## config.mk

```make
export PLATFORM = sky130hd
export DESIGN_NAME = ps2_tx
export DESIGN_NICKNAME = d
export VERILOG_FILES = /design/src/rtl/ps2_tx.sv
export SDC_FILE = /design/constraint.sdc
export NUM_CORES = 1
export LEC_CHECK = 0
export ABC_AREA = 1
export BUFFER_PORTS_ARGS = -buffer_cell sky130_fd_sc_hd__buf_4
export CAP_MARGIN = 20
export CORE_MARGIN = 10
export CORE_UTILIZATION = 30
export CTS_BUF_LIST = sky130_fd_sc_hd__clkbuf_4 sky130_fd_sc_hd__clkbuf_8
export DETAILED_ROUTE_END_ITERATION = 8
export HOLD_SLACK_MARGIN = 0.12
export PLACE_DENSITY = 0.41
export SETUP_SLACK_MARGIN = 0.4
export SYNTH_ARGS = -nofsm -noshare
export SYNTH_HDL_FRONTEND = slang
export SYNTH_SLANG_ARGS = --single-unit
```

## constraint.sdc

```tcl
create_clock -name clock -period 2.3 [get_ports clock]
set_input_delay 0.46 -clock clock [delete_from_list [all_inputs] [get_ports clock]]
set_output_delay 0.46 -clock clock [all_outputs]
set_load 0.05 [all_outputs]
```

## src/rtl/ps2_tx.sv

```systemverilog
// PS/2 host-to-device transmitter: inhibits the clock, sends start/8 data/odd parity/stop
// on device-generated clock falls, checks the device ACK, and aborts on a response timeout.
//
// state   | meaning
// IDLE    | lines released, waiting for send
// INHIBIT | holding ps_clock low for INHIBIT_CYCLES
// START   | start bit driven, clock held low one more cycle
// BITS    | shifting data/parity/stop out on device clock falls
// ACK     | sampling device acknowledge on the next fall
// RELEASE | waiting for both lines to return high
module ps2_tx #(
    parameter int INHIBIT_CYCLES = 3000,
    parameter int TIMEOUT_CYCLES = 375000,
    parameter int FILTER         = 4
) (
    input  logic       clock,
    input  logic       reset_n,
    input  logic       send,
    input  logic [7:0] din,
    input  logic       ps_clock_i,
    input  logic       ps_data_i,
    output logic       ps_clock_oe,
    output logic       ps_data_oe,
    output logic       busy,
    output logic       done,
    output logic       ack_err,
    output logic       timeout
);

    localparam int CW = $clog2(INHIBIT_CYCLES + 1);
    localparam int TW = $clog2(TIMEOUT_CYCLES + 1);
    localparam int FW = $clog2(FILTER + 1);
    localparam logic [CW-1:0] INH_LAST = CW'(INHIBIT_CYCLES - 1);
    localparam logic [TW-1:0] TMO_LAST = TW'(TIMEOUT_CYCLES - 1);
    localparam logic [FW-1:0] FLT_LAST = FW'(FILTER - 1);

    typedef enum logic [2:0] {
        IDLE,
        INHIBIT,
        START,
        BITS,
        ACK,
        RELEASE
    } state_t;

    state_t        state, state_d;
    logic [1:0]    clk_sync, dat_sync;
    logic          clk_s, dat_s;
    logic          clk_filt;
    logic [FW-1:0] fcnt;
    logic          fall;
    logic [CW-1:0] cnt, cnt_d;
    logic [TW-1:0] tmo, tmo_d;
    logic [9:0]    sh, sh_d;
    logic [3:0]    bitn, bitn_d;
    logic          data_oe, data_oe_d;
    logic          done_q, done_d;
    logic          ack_err_q, ack_err_d;
    logic          timeout_q, timeout_d;
    logic          timed_state;

    assign clk_s = clk_sync[1];
    assign dat_s = dat_sync[1];

    // Synchronizers and the filter idle at the released (high) line level.
    always_ff @(posedge clock or negedge reset_n) begin
        if (!reset_n) begin
            clk_sync <= 2'b11;
            dat_sync <= 2'b11;
            clk_filt <= 1'b1;
            fcnt     <= '0;
        end else begin
            clk_sync <= {clk_sync[0], ps_clock_i};
            dat_sync <= {dat_sync[0], ps_data_i};
            if (clk_s != clk_filt) begin
                if (fcnt == FLT_LAST) begin
                    clk_filt <= clk_s;
                    fcnt     <= '0;
                end else begin
                    fcnt <= fcnt + 1'b1;
                end
            end else begin
                fcnt <= '0;
            end
        end
    end

    assign fall = clk_filt & ~clk_s & (fcnt == FLT_LAST);

    always_ff @(posedge clock or negedge reset_n) begin
        if (!reset_n) begin
            state     <= IDLE;
            cnt       <= '0;
            tmo       <= '0;
            sh        <= '0;
            bitn      <= '0;
            data_oe   <= 1'b0;
            done_q    <= 1'b0;
            ack_err_q <= 1'b0;
            timeout_q <= 1'b0;
        end else begin
            state     <= state_d;
            cnt       <= cnt_d;
            tmo       <= tmo_d;
            sh        <= sh_d;
            bitn      <= bitn_d;
            data_oe   <= data_oe_d;
            done_q    <= done_d;
            ack_err_q <= ack_err_d;
            timeout_q <= timeout_d;
        end
    end

    assign timed_state = (state == BITS) || (state == ACK) || (state == RELEASE);

    always_comb begin
        state_d   = state;
        cnt_d     = cnt;
        tmo_d     = tmo;
        sh_d      = sh;
        bitn_d    = bitn;
        data_oe_d = data_oe;
        done_d    = 1'b0;
        ack_err_d = ack_err_q;
        timeout_d = timeout_q;

        case (state)
            IDLE: begin
                // The cycle that shows done is still closing the previous transfer.
                if (send && !done_q) begin
                    sh_d      = {1'b1, ~^din, din};
                    ack_err_d = 1'b0;
                    timeout_d = 1'b0;
                    cnt_d     = '0;
                    state_d   = INHIBIT;
                end
            end
            INHIBIT: begin
                if (cnt == INH_LAST) begin
                    data_oe_d = 1'b1;
                    state_d   = START;
                end else begin
                    cnt_d = cnt + 1'b1;
                end
            end
            START: begin
                tmo_d   = '0;
                bitn_d  = '0;
                state_d = BITS;
            end
            BITS: begin
                tmo_d = tmo + 1'b1;
                if (fall) begin
                    data_oe_d = ~sh[0];
                    sh_d      = {1'b0, sh[9:1]};
                    bitn_d    = bitn + 1'b1;
                    if (bitn == 4'd9) begin
                        state_d = ACK;
                    end
                end
            end
            ACK: begin
                tmo_d = tmo + 1'b1;
                if (fall) begin
                    if (dat_s) begin
                        ack_err_d = 1'b1;
                    end
                    state_d = RELEASE;
                end
            end
            RELEASE: begin
                tmo_d = tmo + 1'b1;
                if (clk_filt && dat_s) begin
                    done_d  = 1'b1;
                    state_d = IDLE;
                end
            end
            default: begin
                data_oe_d = 1'b0;
                state_d   = IDLE;
            end
        endcase

        // Timeout overrides whatever the line activity asked for this cycle.
        if (timed_state && (tmo == TMO_LAST)) begin
            state_d   = IDLE;
            tmo_d     = tmo;
            sh_d      = sh;
            bitn_d    = bitn;
            data_oe_d = 1'b0;
            ack_err_d = ack_err_q;
            timeout_d = 1'b1;
            done_d    = 1'b1;
        end
    end

    assign ps_clock_oe = (state == INHIBIT) || (state == START);
    assign ps_data_oe  = data_oe;
    assign busy        = (state != IDLE);
    assign done        = done_q;
    assign ack_err     = ack_err_q;
    assign timeout     = timeout_q;

endmodule

```

======== Yosys cells after proc, flatten, opt, wreduce, memory -nomap -nowiden ========
Index checks and enable logic that the tools add are counted.
word-level totals
  memories ................................ 0
  logic and storage cells ................. 104
  output and inout port bits .............. 6
  latch bits .............................. 0
  register bits ........................... 60
  memory bits (writable) .................. 0
  memory bits (read-only) ................. 0
  input bits .............................. 13
cells by class
  $lt $le $gt $ge ......................... 0
  add/sub/neg operators ................... 4
  equality and inequality tests ........... 22
  multipliers ............................. 0
  bitwise logic cells ..................... 5
  reduce and logical (&&, ||, !) cells .... 28
  shift operators ......................... 0
  divide/modulo/power cells ............... 0
  muxes and demuxes ....................... 32
operators by type and width
  cell                     count
  $pmux W19 S2             1
  $mux W3                  9
  $mux W12                 2
  $pmux W12 S2             1
  $mux W10                 2
  $pmux W10 S2             1
  $add A19 B1 Y19 const B  1
  $eq A19 B19 Y1 const B   1
  $pmux W3 S6              1
  $reduce_bool A2 Y1       7
  $add A12 B1 Y12 const B  1
  $eq A12 B12 Y1 const B   1
  $mux W1                  11
  $ne A2 B2 Y1 const B     5
  $eq A3 B2 Y1 const B     3
  $reduce_and A3 Y1        3
  $pmux W4 S2              1
  $reduce_xnor A8 Y1       1
  $eq A3 B3 Y1 const B     2
  $ne A3 B1 Y1 const B     2
  $ne A3 B2 Y1 const B     2
  $ne A3 B3 Y1 const B     2
  $reduce_and A2 Y1        3
  $reduce_and A6 Y1        1
  20 further kinds         27

======== Longest topological paths before layout ========
Gate-level depths: netlist of the first run.
  word-level depth ........................ 6
  mapped depth ............................ 13
  gate-level depth less buffers ........... 11

======== Worst setup path before layout of the first run ========
OpenSTA, ideal clock, no wires.
  path kind ............................... flip-flop to flip-flop
  start ................................... register tmo[0]
  end ..................................... register tmo[1]
  arrival ................................. 1.483 ns
  cell stages (with the launch flop) ...... 13
  clock period less this slack ............ 1.601 ns
  slack ................................... 0.699 ns
  cell sequence ........................... dfrtp_1 -> ha_1 -> buf_2 -> inv_1 -> nor2_1 -> nand2_1 -> nor2_2 -> nand2_1 -> nand2_2 -> nand2_4 -> buf_2 -> nand3_1 -> nand2_1
on the way
  word-level cells in the longest chain between the ends .. 4
  elaborated cells on any way between the ends .. 6
  those cells by class .................... add/sub (1); eq/ne (1); mux (1); bitwise (1); reduce/logical (2)
RTL lines
  item                                                                     line  text
  start: declaration                                                       53    logic [TW-1:0] tmo, tmo_d;
  start signal: assignment                                                 104   tmo <= tmo_d;
  parallel branches: the longest is 4 deep, another holds $add A19 B1 Y19  --
Parallel ways; which one is timed is not known.
A chain may end at the register's enable or synchronous reset.

======== Worst setup path in the final report of the first run ========
  start ................................... register state[1]
  end ..................................... output port busy
on the way
  word-level cells in the longest chain between the ends .. 1
RTL lines
  item                      line  text
  start: declaration        46    state_t state, state_d;
  start signal: assignment  102   state <= state_d;
  $reduce_bool A3 Y1        199   assign busy = (state != IDLE);
  end: declaration          24    output logic busy,
Every way passes these cells.

==> out/results.ini, run 1 <==
[logic_synthesis]
ys_ff_latch = 60
syn-num-nets = 539
synthesis.area_sq_um = 3687
synth_edf_count = 0
synth_largest_area_cell = dfrtp_1
synth_cell_types = 29
synth_top_flop_cell = dfrtp_1
synth_area_per_cell_sq_um = 7.091
yosysWarnings = 0
synth.area.top_cells = dfrtp_1, nand2_1, nand3_1
ys_seq_area_frac = 0.4089
async_flop_share = 1.000
yosys.area.top_type_share = 0.3733
syn_inst = 520

[drt]
via_count = 3301
met3_length_um = 322
wl_um = 9258
met1Wirelength_um = 4637
antenna_left = 0
dr.pass1.iters = 4
wl_met2_um = 4108
first_iter_violations = 117
wl_per_cell_um = 13.28
highest_layer = met4
drc_errors = 0
vias_per_cell = 4.736

[clock_tree]
cts.sinks = 60
cts_buffers = 9
clk_pin_slew_ns = 0.07
cts_tree = yes
htreeDepth = 3
clockRootBuffer = clkbuf_8
clk_latency_ns = 0.36
cts.path.max_buffers = 2

[timing]
min_period_ns = 1.815
rsz0062_at_grt = true
skew_ns = 0.007360
period_share = 0.7892
finalHoldViolCount = 0
setup_violations = 0
slew_headroom = 0.4662
fin_setup_tns_ns = 0
fin_ws_ns = 0.4848
max_freq_ghz = 0.5509
worst_slew_pin_slew_ns = 0.8007
drv_slew = 0

[worst_setup_path]
cp.arrival_ns = 1.36
cp.depth = 3
worstReg2RegStart = state[1]
cp.required_ns = 1.84
worstPathCellList = nor2_2, nand2_2, buf_4
slowest_delay_ns = 0.48
regToRegSetupSlack_ns = 0.55
cp_top_family = flip-flops
crit_path_end_kind = output pin
path_buf_inv = 1
reg2reg_depth = 7
endpoint = busy
start_kind = flip-flop
crit_slowest_cell = dfrtp_1
rr_endpoint = tmo[18]
cp-startpoint = state[1]
cp_max_fo = 7
critical_path_class = reg2out

[place]
gp_congestion = 0.8846
numPlacedInstances = 677
place_ws_ns = 0.2962
dp_hpwl_um = 6664
io_buffers = 18

[power_and_ir_drop]
vdd_drop_max_mv = 0.6496
power.density_nw_per_um2 = 1064
p_leak_nw = 1.978

[layout]
ff_latch_area_sq_um = 1511
finalNonFillerCells = 697
drive_gt1_frac = 0.1582
area_growth_pct = 16.53
multi_input_area_sq_um = 1936
fillCellCount = 1293
post-route-util = 0.3577
final_nets = 564
antenna_cells = 0

[floorplanning]
core_region_area_sq_um = 12010
die_h_um = 130.9
start_util = 0.3070
die-area_sq_um = 17130
ios = 19
dieWidth_um = 130.9
rows = 40

[hold_path]
hp-class = in2async

[outcome]
status = finished, final reports clean

[grt]
first_global_vias = 3239
grt_max_degree = 61
globalRouteTotalUtil = 0.1175
grt-ovfl-total = 0
grt_pass1_wl_um = 15900
antenna_found_initial = 0

[flow_run]
drv_cap = 0

-- where the power goes --
group	leakage, nW	switching [W]	internal (W)
combinational	1.09	0.00132	0.000637
clock	0.105	0.000469	0.000637
sequential	0.785	0.000205	0.00130
-- per-layer routing --
metal,vias to the layer above,global-route usage
met5,-,0
met3,14,0.02659
met1,1523,0.1558
met2,43,0.1766
met4,0,0.05625
li1,1721,-
-- cell usage in the layout, fill, tap and decap left out --
master and count:
buf_12 1, ha_1 5, inv_1 47, nand2_4 4, nand2_1 174, o22ai_1 4
clkinv_2 1, clkbuf_8 10, nand2_2 6, nand4_1 15, or2_2 1, buf_8 1
a21oi_1 10, dfrtp_1 52, o21ai_0 21, nand3_1 46, dfstp_2 5, a21oi_2 1
nand3b_1 1, ha_4 1, nor3_1 12, o21ai_2 9, xor2_1 13, nor2_2 2
nand3_2 2, dfrtp_2 3, bufinv_16 2, buf_4 24, nor2_1 54, o21ai_1 9
nand3_4 3, clkinv_8 1, clkinvlp_4 4, inv_4 1, inv_2 5
-- sequential cells by signal (all words and copies together), names as in the netlist --
signal,flops
tmo,19
cnt,12
sh,10
bitn,4
fcnt,3
state,3
clk_sync,2
dat_sync,2
ack_err,1
clk_filt,1
done,1
ps_data_oe,1
timeout,1
-- repair_timing --
action	CTS	global route
buffers inserted	3	1
pin swaps	1	0
hold buffers	0	0
endpoints found under the setup margin	19	40
cloned	0	0
gates resized for setup	4	14
-- worst min-delay path by stage --
stage	from	endpoint	slack, ns	depth (start not counted)
after CTS	ps_clock_i	clk_sync[0]	0.18	1
after floorplan	reset_n	ack_err	0.16	0
final	reset_n	tmo[7]	0.18	1
after global routing	ps_clock_i	clk_sync[0]	0.18	1
after detailed placement	dat_sync[0]	dat_sync[1]	0.35	0
after global placement	clk_sync[0]	clk_sync[1]	0.35	0
-- synth_stat cells (2+ instances only) --
master / count
xor2_1: 13
nand3_1: 47
ha_1: 6
o21ai_0: 21
clkbuf_1: 2
o22ai_1: 4
buf_2: 5
nand2_1: 175
a21oi_1: 10
nand4_1: 15
inv_1: 48
o21ai_1: 9
nand2_2: 8
dfstp_2: 5
buf_6: 4
nand3_2: 3
dfrtp_1: 55
inv_4: 2
nor3_1: 12
nor2_1: 54
o21ai_2: 9
inv_2: 5
nor2_2: 2
-- layout make-up --
| cell class | instances | share of cell area |
|---|---|---|
| multi-input combinational | 393 | 0.4505 |
| sequential | 60 | 0.3518 |
| inverter | 55 | 0.05242 |
| timing repair buffer | 26 | 0.05009 |
| tap | 147 | 0.04281 |
| clock buffer | 10 | 0.03203 |
| clock inverter | 6 | 0.02038 |
-- stage by stage --
stage	power, W	hold WS [ns]	area (sq um)
global route	0.004933	0.1806	4297
floorplan	0.002864	0.1644	3687
CTS	0.004535	0.1771	4228
finish	0.004574	0.1844	4297
detailed placement	0.003308	0.3472	3954
global placement	0.003295	0.3469	3954
-- worst register-to-register path, delay by kind of cell (launching register included) --
kind                   cells  cell delay [ns]
AOI/OAI and AO/OA          1             0.19
and+or+nand+nor            5             0.87
DFF                        1             0.48
buffers and inverters      1             0.15
-- kinds of logic (layout without fill, tap and decap cells) --
family,Yosys count,after routing,share of synthesized area
flops,60,60,0.4089
buf+inv,67,97,0.07974
simple gates,320,320,0.3753
compound gates,54,54,0.08483
fa+ha+maj,6,6,0.02036
xor+xnor,13,13,0.03088
Power figures use the tool's default switching activity.
==> inputs of run 2 (changes only) <==
- ABC_AREA: 1 -> 0
- PLACE_DENSITY: 0.41 -> 0.43
- clock period: 2.3 -> 1.57 ns (I/O delays scaled with it)
==> run 2 against run 1 <==
Effect of this change: the run now ends with negative setup slack left; register-to-register slack got worse by 1.1 ns; die area decreased by 12%; flip-flop and latch count unchanged; combinational power increased by 99%; clock skew increased by 0.00072 ns; total power increased by 58%; largest power group unchanged; clock power increased by 13%; critical endpoint is now bitn[1]; first-iteration DRC count increased by 54%; non-clock buffer count increased by 91; highest routed layer unchanged.
==> out/results.ini, run 2 <==
[place]
place_ws_ns = -0.5513  ; was 0.2962 ns
numPlacedInstances = 555  ; was 677
gp_congestion = 0.8098  ; was 0.8846
io_buffers = 18  ; unchanged
dp_hpwl_um = 5781  ; was 6664 um

[floorplanning]
dieWidth_um = 123.0  ; was 130.9 um
start_util = 0.3083  ; was 0.3070
rows = 37  ; was 40
core_region_area_sq_um = 10320  ; was 12010 sq um
die_h_um = 123.0  ; was 130.9 um
ios = 19  ; unchanged
die-area_sq_um = 15130  ; was 17130 sq um

[outcome]
violations = negative setup slack
status = finished, violations left  ; was finished, final reports clean

[grt]
grt-ovfl-total = 0  ; unchanged
first_global_vias = 3036  ; was 3239
grt_pass1_wl_um = 15210  ; was 15900 um
grt_max_degree = 29  ; was 61
antenna_found_initial = 0  ; unchanged
globalRouteTotalUtil = 0.1245  ; was 0.1175

[worst_setup_path]
crit_slowest_cell = or4b_4  ; was dfrtp_1
cp_max_fo = 5  ; was 7
regToRegSetupSlack_ns = -0.51  ; was 0.55 ns
slowest_delay_ns = 0.55  ; was 0.48 ns
start_kind = flip-flop  ; unchanged
cp.arrival_ns = 2.30  ; was 1.36 ns
rr_endpoint = bitn[1]  ; was tmo[18]
worstPathCellList = or4b_4, nor4_4, nand3_2, buf_6, a221o_1  ; was nor2_2, nand2_2, buf_4
critical_path_class = reg2reg  ; was reg2out
cp_top_family = simple AND/OR/NAND/NOR gates  ; was flip-flops
path_buf_inv = 1  ; unchanged
worstReg2RegStart = tmo[17]  ; was state[1]
reg2reg_depth = 5  ; was 7
cp.required_ns = 1.79  ; was 1.84 ns
crit_path_end_kind = flip-flop  ; was output pin

[logic_synthesis]
async_flop_share = 1.000  ; unchanged
synth.area.top_cells = dfrtp_1, nand2_1, xnor2_1  ; was dfrtp_1, nand2_1, nand3_1
synth_area_per_cell_sq_um = 9.473  ; was 7.091 sq um
synth_cell_types = 48  ; was 29
synth.most_common_cell = dfrtp_1  ; was nand2_1
synth_top_flop_cell = dfrtp_1  ; unchanged
syn-num-nets = 355  ; was 539
synthesis.area_sq_um = 3183  ; was 3687 sq um
synth_largest_area_cell = dfrtp_1  ; unchanged
yosys.area.top_type_share = 0.4324  ; was 0.3733
ys_seq_area_frac = 0.4737  ; was 0.4089
yosysWarnings = 0  ; unchanged
synth_commonest_cells = dfrtp_1, nand2_1, nor2_1, xnor2_1, nand3_1  ; was nand2_1, dfrtp_1, nor2_1, inv_1, nand3_1
syn_inst = 336  ; was 520
synth_edf_count = 0  ; unchanged
ys_ff_latch = 60  ; unchanged

[layout]
area_growth_pct = 55.66  ; was 16.53%
layout_common_cells = buf_4, dfrtp_1, nand2_1  ; was nand2_1, nor2_1, dfrtp_1
drive_gt1_frac = 0.4345  ; was 0.1582
fillCellCount = 976  ; was 1293
final_common_cell = buf_4  ; was nand2_1
largest_reg_flops = 19  ; unchanged
post-route-util = 0.4799  ; was 0.3577
reg_top3 = tmo x19, cnt x12, sh x10  ; unchanged
largest_register = tmo  ; unchanged
finalNonFillerCells = 594  ; was 697
final_nets = 472  ; was 564
antenna_cells = 0  ; unchanged

[timing]
skew_ns = 0.008075  ; was 0.007360 ns
worst_slew_pin_slew_ns = 0.5002  ; was 0.8007 ns
finalHoldViolCount = 0  ; unchanged
fin_ws_ns = -0.5094  ; was 0.4848 ns
setup_violations = 51  ; was 0
period_share = 1.324
drv_slew = 0  ; unchanged
max_freq_ghz = 0.4809
min_period_ns = 2.079
slew_headroom = 0.6658  ; was 0.4662
rsz0062_at_grt = true  ; unchanged

[clock_tree]
clk_pin_slew_ns = 0.07  ; about the same
cts.sinks = 60  ; unchanged
cts_buffers = 9  ; unchanged
cts.path.max_buffers = 2  ; unchanged
cts_tree = yes  ; unchanged
clockRootBuffer = clkbuf_8  ; unchanged
clk_latency_ns = 0.34  ; was 0.36 ns
htreeDepth = 3  ; unchanged

[drt]
dr.pass1.iters = 4  ; unchanged
wl_um = 8843  ; was 9258 um
vias_per_cell = 4.906  ; was 4.736
antenna_left = 0  ; unchanged
via_count = 2914  ; was 3301
drc_errors = 0  ; unchanged
first_iter_violations = 180  ; was 117
wl_per_cell_um = 14.89  ; was 13.28 um

[hold_path]
hold_path_end = sh[5]
hold_start = din[5]
hp-class = in2reg  ; was in2async
min_path_cells = 3

[power_and_ir_drop]
power.density_nw_per_um2 = 1460  ; was 1064 nW/um^2
p_leak_nw = 2.133  ; was 1.978 nW
vdd_drop_max_mv = 0.6226  ; was 0.6496 mV

[flow_run]
drv_cap = 0  ; unchanged

run 2: cell types whose count changed in the layout (fill, tap and decap cells not counted), sizes merged, moves of 7 or more:
| cell | previous run | this run |
|---|---|---|
| nand2 | 184 | 46 |
| buf | 26 | 113 |
| inv | 53 | 7 |
| nand3 | 51 | 15 |
| o21ai | 39 | 14 |
| nor2 | 56 | 35 |
| xnor2 | 0 | 19 |
| a31oi | 0 | 12 |
| and3 | 0 | 7 |
run 2: through the flow:
stage	hold WS, ns	instance area (sq um)	total power (W)	setup TNS [ns]
floorplan	0.01841	3362	0.004066	-10.37
CTS	0.2260	4805	0.007161	-18.13
finish	0.2411	4955	0.007236	-17.72
global route	0.2364	4955	0.007756	-22.87
global placement	0.2491	4156	0.005137	-15.40
detailed placement	0.2493	4156	0.005138	-16.21
run 2: where the power goes:
| group | switching (W) | internal [W] | total (W) |
|---|---|---|---|
| combinational | 0.00197 | 0.00194 | 0.00391 |
| clock | 0.000630 | 0.000622 | 0.00125 |
| sequential | 0.000201 | 0.00187 | 0.00207 |
| total | 0.00280 | 0.00444 | 0.00724 |
run 2: logic make-up after synthesis:
logic type | count (synthesis) | share of synthesized area
compound gates | 55 | 0.1183
xor+xnor | 28 | 0.07705
fa+ha+maj | 6 | 0.02358
buf+inv | 22 | 0.03223
flops | 60 | 0.4737
mux | 1 | 0.003145
simple gates | 164 | 0.2720
run 2: timing repair:
item | in CTS | in global routing
hold endpoints to repair | 23 | 0
setup buffers | 9 | 5
hold buffers | 3 | 0
setup endpoints to repair | 59 | 61
gates cloned | 6 | 0
gates resized for setup | 64 | 30
pin swaps | 29 | 24
run 2: area by class of cell:
type | count | area, sq um | share of cell area
multi-input cells | 258 | 1993 | 0.4023
flip-flops and latches | 60 | 1509 | 0.3045
repair buffers | 117 | 1084 | 0.2187
well taps | 136 | 170.2 | 0.03434
clock buffers | 11 | 145.1 | 0.02929
clock inverters | 5 | 27.53 | 0.005556
inverters | 7 | 26.28 | 0.005303
run 2: layer usage:
metal / vias to the layer above / track usage / share of wire
li1: 1457 / - / -
met1: 1401 / 0.1694 / 0.49
met2: 47 / 0.1921 / 0.47
met3: 9 / 0.03145 / 0.035
met4: 0 / 0.03421 / 0.010
met5: - / 0 / 0
run 2: worst max path at each step:
stage / endpoint / slack [ns] / from / cells after the start
2_1_floorplan: bitn[0] / -0.43 / tmo[3] / 5
6_report: bitn[1] / -0.51 / tmo[17] / 5
3_3_place_gp: sh[5] / -0.53 / tmo[17] / 6
3_5_place_dp: sh[2] / -0.55 / tmo[17] / 6
5_1_grt: tmo[6] / -0.62 / tmo[17] / 7
4_1_cts: bitn[1] / -0.52 / tmo[8] / 5
run 2: tightest hold or removal path: cells and delay by family:
| family | cells | cell delay (ns) |
|---|---|---|
| simple gates | 1 | 0.05 |
| compound gates | 1 | 0.07 |
| buf+inv | 1 | 0.12 |
